==> src/rtl/alu_pkg.sv <==
// Shared ALU definitions: default datapath width, sequencer state encoding and op codes.
package alu_pkg;

    localparam int unsigned ALU_WIDTH = 8;

    localparam logic OP_ADD = 1'b0;
    localparam logic OP_SUB = 1'b1;

    typedef enum logic [1:0] {
        IDLE = 2'd0,
        RUN  = 2'd1,
        DONE = 2'd2
    } state_e;

endpackage : alu_pkg

==> src/rtl/full_adder.sv <==
// Single-bit full adder cell, the only arithmetic element of the serial datapath.
module full_adder (
    input  logic A,
    input  logic B,
    input  logic Cin,
    output logic Y,
    output logic Cout
);

    assign Y    = A ^ B ^ Cin;
    assign Cout = (A & B) | (Cin & (A ^ B));

endmodule : full_adder

==> src/rtl/serial_subtractor.sv <==
// Bit-serial add/subtract unit: one bit per clock through one full_adder, LSB first,
// with a start/busy/done handshake towards the ALU sequencer.
module serial_subtractor
    import alu_pkg::*;
#(
    parameter int unsigned WIDTH = ALU_WIDTH
) (
    input  logic             clk,
    input  logic             rst_n,
    input  logic             start,
    input  logic             op,
    input  logic [WIDTH-1:0] A,
    input  logic [WIDTH-1:0] B,
    output logic [WIDTH-1:0] Y,
    output logic             busy,
    output logic             done,
    output logic             carry,
    output logic             overflow
);

    localparam int unsigned    CNT_W    = (WIDTH > 1) ? $clog2(WIDTH) : 1;
    localparam logic [CNT_W-1:0] LAST_BIT = CNT_W'(WIDTH - 1);

    state_e           state_q, state_d;
    logic [WIDTH-1:0] a_q, a_d;
    logic [WIDTH-1:0] b_q, b_d;
    logic [WIDTH-1:0] y_q, y_d;
    logic [CNT_W-1:0] cnt_q, cnt_d;
    logic             cy_q, cy_d;
    logic             carry_q, carry_d;
    logic             ovf_q, ovf_d;
    logic             busy_q, busy_d;
    logic             done_q, done_d;
    logic             sum_c;
    logic             cout_c;

    full_adder u_full_adder (
        .A    (a_q[0]),
        .B    (b_q[0]),
        .Cin  (cy_q),
        .Y    (sum_c),
        .Cout (cout_c)
    );

    always_ff @(posedge clk or negedge rst_n) begin
        if (!rst_n) begin
            state_q <= IDLE;
            a_q     <= '0;
            b_q     <= '0;
            y_q     <= '0;
            cnt_q   <= '0;
            cy_q    <= 1'b0;
            carry_q <= 1'b0;
            ovf_q   <= 1'b0;
            busy_q  <= 1'b0;
            done_q  <= 1'b0;
        end else begin
            state_q <= state_d;
            a_q     <= a_d;
            b_q     <= b_d;
            y_q     <= y_d;
            cnt_q   <= cnt_d;
            cy_q    <= cy_d;
            carry_q <= carry_d;
            ovf_q   <= ovf_d;
            busy_q  <= busy_d;
            done_q  <= done_d;
        end
    end

    // Operands shift right alongside Y, so bit 0 always holds the current bit and,
    // on the last bit, the original MSBs needed for the overflow test.
    always_comb begin
        state_d = state_q;
        a_d     = a_q;
        b_d     = b_q;
        y_d     = y_q;
        cnt_d   = cnt_q;
        cy_d    = cy_q;
        carry_d = carry_q;
        ovf_d   = ovf_q;
        busy_d  = 1'b0;
        done_d  = 1'b0;

        case (state_q)
            IDLE: begin
                if (start) begin
                    state_d = RUN;
                    a_d     = A;
                    b_d     = (op == OP_SUB) ? ~B : B;
                    cy_d    = op;
                    cnt_d   = '0;
                    busy_d  = 1'b1;
                end
            end
            RUN: begin
                y_d    = {sum_c, y_q[WIDTH-1:1]};
                a_d    = {1'b0, a_q[WIDTH-1:1]};
                b_d    = {1'b0, b_q[WIDTH-1:1]};
                cy_d   = cout_c;
                cnt_d  = cnt_q + CNT_W'(1);
                busy_d = 1'b1;
                if (cnt_q == LAST_BIT) begin
                    state_d = DONE;
                    busy_d  = 1'b0;
                    done_d  = 1'b1;
                    carry_d = cout_c;
                    ovf_d   = (a_q[0] == b_q[0]) && (sum_c != a_q[0]);
                end
            end
            DONE: begin
                state_d = IDLE;
            end
            default: begin
                state_d = IDLE;
            end
        endcase
    end

    assign Y        = y_q;
    assign busy     = busy_q;
    assign done     = done_q;
    assign carry    = carry_q;
    assign overflow = ovf_q;

endmodule : serial_subtractor

==> config.mk <==
export PLATFORM = sky130hd
export DESIGN_NAME = serial_subtractor
export DESIGN_NICKNAME = d
export VERILOG_FILES = /design/src/rtl/alu_pkg.sv /design/src/rtl/full_adder.sv /design/src/rtl/serial_subtractor.sv
export SDC_FILE = /design/constraint.sdc
export NUM_CORES = 1
export LEC_CHECK = 0
export CORE_MARGIN = 5
export CORE_UTILIZATION = 50
export CTS_CLUSTER_DIAMETER = 60
export DETAILED_ROUTE_END_ITERATION = 16
export HOLD_SLACK_MARGIN = 0.05
export PLACE_DENSITY = 0.76
export SYNTH_ARGS = -nofsm -noshare
export SYNTH_HDL_FRONTEND = slang
export SYNTH_SLANG_ARGS = --single-unit
==> constraint.sdc <==
create_clock -name clk -period 1.8 [get_ports clk]
set_clock_uncertainty 0.05 [all_clocks]
set_input_delay 0.27 -clock clk [delete_from_list [all_inputs] [get_ports clk]]
set_output_delay 0.27 -clock clk [all_outputs]
set_load 0.01 [all_outputs]
Word-level counts from Yosys, hierarchy flattened
Cells that the tools add are included.
{"block": "totals", "out_inout_bits": 12, "reg_bits": 34}
{"block": "classes", "addsub": 1, "bitwise": 6, "n_reduce_logical": 6, "n_mux": 17, "eq_ne": 6}
{"op": "$pmux 8 s2", "n": 2}
{"op": "$mux 8", "n": 3}
{"op": "$not 8->8", "n": 1}
{"op": "$pmux 3 s2", "n": 1}
{"op": "$reduce_and 2->1", "n": 3}
{"op": "$mux 1", "n": 5}
{"op": "$mux 2", "n": 2}
{"op": "$ne 2x2->1 const B", "n": 2}
{"op": "$pmux 1 s2", "n": 2}
{"op": "$pmux 2 s2", "n": 1}
{"op": "$add 3x1->3 const B", "n": 1}
{"op": "$eq 3x3->1 const B", "n": 1}
{"op": "$mux 3", "n": 1}
{"op": "$and 1x1->1", "n": 2}
{"op": "$eq 2x1->1 const B", "n": 1}
{"op": "$logic_not 2->1", "n": 1}
{"op": "$reduce_bool 2->1", "n": 1}
{"op": "$xor 1x1->1", "n": 2}
{"op": "$eq 1x1->1", "n": 1}
{"op": "$logic_and 1x1->1", "n": 1}
{"op": "$ne 1x1->1", "n": 1}
{"op": "$or 1x1->1", "n": 1}

Depth between registers and ports, before layout
Gate-level depths: netlist (run 1).
{"block": "logic_depth", "ltp_word": 4, "ltp_mapped": 5}

Cells and area by module
A second synthesis (run 1) with hierarchy kept.
{"block": "hier_totals", "hier_cells": 145, "area_unflattened_um2": 1565.3}
{"mod": "serial_subtractor", "cells_each": 144, "area_each_um2": 1545.2, "seq_area_each_um2": 850.8, "instances": 1}
{"mod": "full_adder", "cells_each": 1, "area_each_um2": 20.0, "seq_area_each_um2": 0.0, "instances": 1}

Worst setup path before layout (run 1)
OpenSTA, ideal clock, no wires.
{"block": "synth_path", "kind": "flip-flop to flip-flop", "start": "register cnt_q[0]", "end": "register carry_q (netlist: carry)", "path_stages_with_launch": 5, "required_time_ps": 1625, "synth_period_minus_slack_ps": 1405, "t_arrival_ps": 1230, "setup_time_ps": 125, "setup_slack_ps": 395, "cell_sequence": "dfrtp_1 > ha_1 > ha_1 > nand3b_1 > mux2_2"}
{"block": "synth_via", "elab_chain_len": 2}
{"item": "from (decl)", "line": "serial_subtractor.sv:28", "source": "logic [CNT_W-1:0] cnt_q, cnt_d;"}
{"item": "from (signal assigned)", "line": "serial_subtractor.sv:62", "source": "cnt_q <= cnt_d;"}
{"item": "$eq 3x3->1", "line": "serial_subtractor.sv:103", "source": "if (cnt_q == LAST_BIT) begin"}
{"item": "$reduce_and 2->1 (no line)"}
{"item": "to (signal assigned)", "line": "serial_subtractor.sv:64", "source": "carry_q <= carry_d;"}
{"item": "to (decl)", "line": "serial_subtractor.sv:30", "source": "logic carry_q, carry_d;"}
No other way between the ends.
A chain may end at the register's enable or synchronous reset.

Final worst setup path (run 1)
{"block": "layout_path", "start": "register y_q[7] (netlist: Y[7])", "end": "output port Y[7]"}
{"item": "from (decl)", "line": "serial_subtractor.sv:27", "source": "logic [WIDTH-1:0] y_q, y_d;"}
{"item": "from (signal assigned)", "line": "serial_subtractor.sv:61", "source": "y_q <= y_d;"}
{"item": "to (decl)", "line": "serial_subtractor.sv:14", "source": "output logic [WIDTH-1:0] Y,"}
No word-level cell between the ends.

==> results.md, run 1 <==
Outcome:
- The run finished with clean final reports.

Clocking:
- The number of H-tree branching levels is 2.
- The number of buffers inserted by post-CTS setup repair is 0.
- The clock net in this run drives a total of 34 sinks.
- The number of hold buffers added after CTS was 0.
- The CTS buffer count is 5.
- The clock passes through at most 2 buffers.
- The root buffer cell chosen for the clock tree is sky130_fd_sc_hd__clkbuf_4.
- Post-CTS repair changed the size of 0 cells.
- TritonCTS built the clock tree.
- The clock input transition at the sequential cells of the worst setup and hold paths is 110 ps.
- At the later pin of the worst-skew pair, clock insertion delay measures 340 ps.

Finish:
- The total of fill cells in the finished design is 245.
- The number of antenna diodes in the final layout is 0.
- After the last flow step, the layout net total stands at 194.
- The total non-filler cell area in the finished layout is 1950 um2.
- The synthesis-to-layout area growth is 28.4%.
- The share of cells above drive strength 1 is 0.158.

Route:
- The post-detailed-route DRC marker count is 0.
- After detailed routing, the number of vias per cell comes to 5.50.
- The detailed-route wire length is 3070 um.
- The total number of vias is 1121.
- In this run, the number of DRC markers left after iteration 0 of detailed routing was 57.
- In the final routed layout, each cell accounts on average for 15.0 um.
- The first-pass iteration count of the detailed router is 4.
- The detail route stage leaves a number of antenna-violating nets equal to 0.

Yosys:
- The number of library cell types mapped by synthesis is 25.
- The total of warnings raised by yosys is 0.
- Synthesis inferred 34 register bits.
- The share of synthesized area in the top cell type comes to 0.560.
- The sequential element share of the synthesized area is 0.560.
- Each instance of the synthesized netlist takes up on average 11.5 um2.
- Synthesis produced a netlist with a net count of 156.
- Ranked by total cell area, the synthesized netlist is headed by sky130_fd_sc_hd__dfrtp_1 56%, sky130_fd_sc_hd__mux2_2 6.7%, sky130_fd_sc_hd__nand2_1 5.2%.
- Synthesis handed over a netlist of 132 instances.
- The area of the mapped netlist is 1520 um2.
- Summed over all instances, the cell type with the most area after synthesis is sky130_fd_sc_hd__dfrtp_1.

Placed design:
- The weighted congestion reported at the end of routability-driven placement is 0.824.
- The post-placement cell area is 1890 um2.
- OpenSTA, run right after detailed placement, puts the worst setup slack at 9.06 ps.
- The HPWL after detailed placement is 2270 um.
- The count of input and output buffers is 31.

Floorplanning:
- For this design the top-level I/O count stands at 32.
- The die width is 65.1 um.
- The area of the die is 4240 um2.
- The initial utilization of the core area, before any placement, comes to 0.510.
- Row generation in the floorplan step produced 20 rows.
- The die is 65.1 um tall.
- The placeable core region is 2980 um2.

STA:
- Setup violations remaining at the end of the flow were counted as 0.
- The share of the clock period used by the worst path after layout is 0.904.
- Setup repair after global routing left no endpoint under its margin.
- Setup slack on the critical path of the routed design comes to 173 ps.
- The final number of hold-violating endpoints is 0.
- The worst-case headroom to the max-slew limit is 0.516.
- The final max-slew violation count came to 0.
- The minimum period implied by the final worst setup slack is 1630 ps.
- The setup TNS is 0 ps.
- At the pin with the least slew margin, the transition time is 726 ps.
- Timing would allow up to 615 MHz.

Setup path:
- In this design, the stage delay of the slowest critical-path cell is 550 ps.
- The worst setup path is of the flop to primary output kind.
- The type of element capturing the critical path is a primary output.
- The cell with the biggest individual delay on the critical path is sky130_fd_sc_hd__clkdlybuf4s50_1.
- The critical path goes through clkdlybuf4s50_1.
- The buffer and inverter count on the worst path is 1.
- The worst setup path is launched from a flop.
- The required time of the worst setup path is 1480 ps.
- The dominant delay contributor by cell family on the critical path is buffers and inverters.
- The worst path arrival time is 1310 ps.
- The top fanout value on the critical path is 3.

Worst hold path:
- The path class of the tightest hold or removal check is input pin to asynchronous set/reset pin.

GRT:
- The first-pass GRT wire length is 5290 um.
- The initial antenna violation count is 0.
- The global router's overall resource usage is 0.165.
- For this run the aggregate overflow at the end of global routing stands at 0.
- The largest net degree at the start of global routing is 35.
- The via count of the first global-routing pass is 1120.

Pwr:
- The maximum vdd ir drop is 0.000748 V.
- The analysis attributes to cell leakage a power of 0.892 nW.
- The areal power density over the cells is 1550 nW/um2.

Flow run:
- The number of max-cap violations is 0.
-- registers in the layout (all words and copies together) (netlist names) --
| signal | count |
|---|---|
| state_q | 2 |
| b_q | 8 |
| a_q | 8 |
| cy_q | 1 |
| Y | 8 |
| cnt_q | 3 |
| busy | 1 |
| overflow | 1 |
| done | 1 |
| carry | 1 |
-- synthesized netlist by cell type (all sizes together) --
cell type	instances
a21oi	1
a222oi	3
a22o	2
a22oi	8
a31oi	2
a32oi	4
buf	6
clkbuf	1
dfrtp	34
fa	1
ha	3
inv	7
mux2	9
nand2	21
nand3b	1
nor2	2
nor2b	4
nor3b	1
o21ai	11
o21bai	1
o31ai	1
xnor2	1
xor2	8
-- placed cells by master (no fill, tap or decap), types with 2 or more instances in the layout --
cell	count
sky130_fd_sc_hd__buf_4	7
sky130_fd_sc_hd__a22o_1	2
sky130_fd_sc_hd__a222oi_1	3
sky130_fd_sc_hd__ha_1	3
sky130_fd_sc_hd__dfrtp_1	34
sky130_fd_sc_hd__a32oi_1	4
sky130_fd_sc_hd__nand2_1	21
sky130_fd_sc_hd__inv_1	7
sky130_fd_sc_hd__clkbuf_4	5
sky130_fd_sc_hd__clkdlybuf4s50_1	31
sky130_fd_sc_hd__xor2_1	8
sky130_fd_sc_hd__nor2_1	2
sky130_fd_sc_hd__a31oi_1	2
sky130_fd_sc_hd__nor2b_1	3
sky130_fd_sc_hd__a22oi_1	8
sky130_fd_sc_hd__o21ai_0	11
sky130_fd_sc_hd__mux2_2	9
-- stage by stage --
| step | std cells | power [mW] | util | hold WS [ps] |
|---|---|---|---|---|
| floorplan | 132 | 2.06 | - | -75.6 |
| global placement | 196 | 2.52 | 0.634 | 413 |
| detailed placement | 196 | 2.61 | 0.634 | 423 |
| CTS | 204 | 3.05 | 0.655 | 279 |
| global route | 204 | 3.23 | 0.655 | 317 |
| finish | 204 | 3.02 | 0.655 | 269 |
-- path summary, 6_finish.rpt --
kind,slack (ps),endpoint,start,cells after the start
max,170,Y[7],Y[7],1
min,270,a_q[4],rst_n,2
max reg2reg,230,b_q[0],state_q[0],4
min reg2reg,440,b_q[3],b_q[3],2
max in group asynchronous,1130,Y[3],rst_n,2
min in group clk,440,b_q[3],b_q[3],2
-- where the power goes --
group | leakage, nW | switching, mW | internal [mW]
logic | 0.428 | 0.566 | 0.699
clock network | 0.0343 | 0.258 | 0.188
registers | 0.430 | 0.218 | 1.09
-- cell families after synthesis --
family                   count (synthesis)  share of synthesized area
AND/OR/NAND/NOR                         29                     0.0881
buffers and inverters                   14                     0.0412
adder cells (fa/ha/maj)                  4                     0.0379
XOR/XNOR                                 9                     0.0519
multiplexers                             9                     0.0667
AO/OA/AOI/OAI                           33                      0.154
flip-flops                              34                      0.560
-- area by class of cell --
class                      instances  area, um2  area share
sequential                        34        851       0.436
multi-input combinational         84        606       0.310
timing repair buffer              38        363       0.186
clock buffer                       6       51.3      0.0263
tap                               33       41.3      0.0212
inverter                           7       26.3      0.0135
clock inverter                     2       12.5     0.00641
-- per-layer routing --
metal,GRT usage,wire length (um)
met2,0.267,1560
met3,0.0513,187
met4,0.0777,48
met5,0,0
met1,0.200,1270
-- worst reg2reg max path: stages (launching register included) --
cell,delay [ps]
sky130_fd_sc_hd__dfrtp_1,420
sky130_fd_sc_hd__buf_4,190
sky130_fd_sc_hd__o21bai_2,600
sky130_fd_sc_hd__a222oi_1,150
sky130_fd_sc_hd__inv_1,100
(Power assumes the default switching activity.)
==> run 2: changes to the inputs <==
Settings changed: SETUP_SLACK_MARGIN set to 0.1.
==> results.md, run 2 (synthesis gave the netlist of run 1 again) <==
Outcome:
- The run finished with clean final reports.

Pwr:
- The leakage power is 0.892 nW (about the same).
- The maximum vdd ir drop is 0.000750 V (+0.23%).
- The overall power came to 3.02 mW (+0.25%).
- The areal power density over the cells is 1540 nW/um2 (-0.14%).

STA:
- The final max-slew violation count is 0 (unchanged).
- The share of the clock period used by the worst path after layout was 0.903 (-0.00104).
- The setup TNS is 0 ps (unchanged).
- The fmax was 615 MHz (+0.12%).
- The minimum period implied by the final worst setup slack is 1630 ps (-1.88 ps).
- The actual transition at the worst max-transition pin is 459 ps (-267 ps).
- The least setup slack across all paths after layout is 175 ps (+1.88 ps).
- The final number of hold-violating endpoints is 0 (unchanged).
- Setup repair after global routing left no endpoint under its margin.
- The final-layout worst hold slack is 271 ps (+1.98 ps).
- The final count of negative-setup-slack endpoints was 0 (unchanged).
- The worst-case headroom to the max-slew limit is 0.693 (+0.177).

Route:
- The post-detailed-route DRC marker count is 0 (unchanged).
- The first-pass iteration count of the detailed router is 4 (unchanged).
- The detailed router's first-iteration violation count is 50 (-12%).
- The number of vias per cell after detailed routing was 5.56 (+1.2%).
- The detailed-route wire length came to 3100 um (+1.0%).
- The average wire per cell in the routed design is 15.2 um (+1.0%).
- The count of nets left with antenna violations after detail routing is 0 (unchanged).
- The total number of vias is 1135 (+1.2%).

GRT:
- The via count of the first global-routing pass came to 1120 (unchanged).
- The largest net degree at the start of global routing is 35 (unchanged).
- The overall overflow remaining after global route is 0 (unchanged).
- The initial antenna violation count came to 0 (unchanged).
- The first-pass GRT wire length is 5290 um (unchanged).
- The global router's overall resource usage is 0.165 (unchanged).

Setup path:
- By startpoint and endpoint, the worst setup path is classified as flop to primary output.
- In this run the critical register-to-register path is captured at carry.
- The worst register-to-register path begins at cnt_q[0].
- The cell depth of the worst flop-to-flop path is 4 (unchanged).
- The top fanout value on the critical path is 3 (unchanged).
- The worst path arrival time is 1310 ps (about the same).
- The largest stage delay on the critical path is 550 ps (about the same).
- STA classifies the critical path endpoint as a primary output.
- The dominant delay contributor by cell family on the critical path is buffers and inverters.
- The signal on the critical path passes through clkdlybuf4s50_1.
- The critical path ends at Y[7].
- The buffer and inverter count on the worst path is 1 (unchanged).
- The cell with the biggest individual delay on the critical path is sky130_fd_sc_hd__clkdlybuf4s50_1.
- The beginning of the critical path is Y[7].
- The internal reg-to-reg setup slack is 310 ps (+80 ps).
- The required time of the worst setup path is 1480 ps (about the same).
- The sort of element at the start of the critical path is a flop.
- The depth of the critical timing path with buffers and inverters included is 1 (unchanged).

Worst hold path:
- The path class of the tightest hold or removal check is input pin to asynchronous set/reset pin.

Placed design:
- The count of input and output buffers was 31 (unchanged).
- The post-placement cell area is 1890 um2 (unchanged).
- The worst setup slack after placement is 9.06 ps (unchanged).
- The sum of net half-perimeters after detailed placement was 2270 um (unchanged).
- The weighted congestion reported at the end of routability-driven placement is 0.824 (unchanged).
- The number of placed cells counting well taps is 196 (unchanged).

Clocking:
- The number of H-tree branching levels is 2 (unchanged).
- The number of buffers inserted by post-CTS setup repair is 0 (unchanged).
- The clock input transition at the sequential cells of the worst setup and hold paths was 110 ps (about the same).
- The number of hold buffers added after CTS was 0 (unchanged).
- The CTS buffer count is 5 (unchanged).
- The worst-skew pair later-pin latency is 340 ps (about the same).
- The tree is rooted in a sky130_fd_sc_hd__clkbuf_4.
- The number of sinks on the clock net was 34 (unchanged).
- TritonCTS built the clock tree.
- The maximum clock insertion buffer count is 2 (unchanged).

Finish:
- The share of cells above drive strength 1 is 0.158 (unchanged).
- The synthesis-to-layout area growth is 28.9%.
- The number of standard cells in the final layout excluding fillers is 204 (unchanged).
- The total of fill cells in the finished design was 242 (-1.2%).
- In the layout the commonest cells are 34 x sky130_fd_sc_hd__dfrtp_1, 31 x sky130_fd_sc_hd__clkdlybuf4s50_1, 21 x sky130_fd_sc_hd__nand2_1.
- The fraction of the core area covered by cells at the end of the flow is 0.658 (+0.00252).
- The library cell used most frequently in the layout, excluding fill and tap cells, is sky130_fd_sc_hd__dfrtp_1.
- The net total in the final layout is 194 (unchanged).
- The total non-filler cell area in the finished layout is 1960 um2 (+0.39%).
- The count of antenna diodes in the layout is 0 (unchanged).

Flow run:
- The number of max-cap violations came to 0 (unchanged).

Floorplanning:
- The die width is 65.1 um (unchanged).
- The top-level port count is 32 (unchanged).
- The cell row count came to 20 (unchanged).
- The effective utilization at floorplan is 0.510 (unchanged).
- The die height is 65.1 um (unchanged).
- The area of the die is 4240 um2 (unchanged).
- The placeable core region was 2980 um2 (unchanged).
-- run 2: per-layer routing --
layer	wire length (um)	global-route usage	vias up	part of all wire
li1	-	-	536	-
met1	1270	0.200	555	0.41
met2	1580	0.267	37	0.51
met3	196	0.0513	7	0.063
met4	57	0.0777	0	0.018
met5	0	0	-	0
-- run 2: power breakdown --
| part | internal (mW) | switching (mW) | total [mW] | leakage (nW) |
|---|---|---|---|---|
| logic | 0.704 | 0.570 | 1.27 | 0.428 |
| registers | 1.09 | 0.218 | 1.31 | 0.430 |
| clock network | 0.188 | 0.257 | 0.444 | 0.0343 |
| total | 1.98 | 1.04 | 3.02 | 0.892 |
-- run 2: area by class of cell --
class	instances	area, um2	share of cell area
sequential	34	851	0.435
multi-input combinational	84	613	0.313
timing repair buffer	38	363	0.185
clock buffer	6	51.3	0.0262
tap	33	41.3	0.0211
inverter	7	26.3	0.0134
clock inverter	2	12.5	0.00639
-- run 2: what timing repair did --
action	in CTS	in global routing
endpoints found under the setup margin	0	1
hold endpoints to repair	0	0
resized for setup	0	1
-- run 2: worst reg2reg max path, stage by stage (launching register included) --
cell and delay [ps]:
sky130_fd_sc_hd__dfrtp_1 410, sky130_fd_sc_hd__ha_1 200, sky130_fd_sc_hd__ha_1 190, sky130_fd_sc_hd__nand3b_1 190
sky130_fd_sc_hd__mux2_2 360
-- run 2: worst min path at each step --
stage | end | from
2_1_floorplan | Y[0] | rst_n
3_3_place_gp | b_q[2] | b_q[2]
3_5_place_dp | b_q[3] | b_q[3]
4_1_cts | cy_q | rst_n
5_1_grt | carry | rst_n
6_report | a_q[4] | rst_n
==> run 3: changes to the inputs <==
Settings changed: CAP_MARGIN set to 10.
==> results of run 3 <==
Final layout, timing and power as in run 2 (identical DEF).
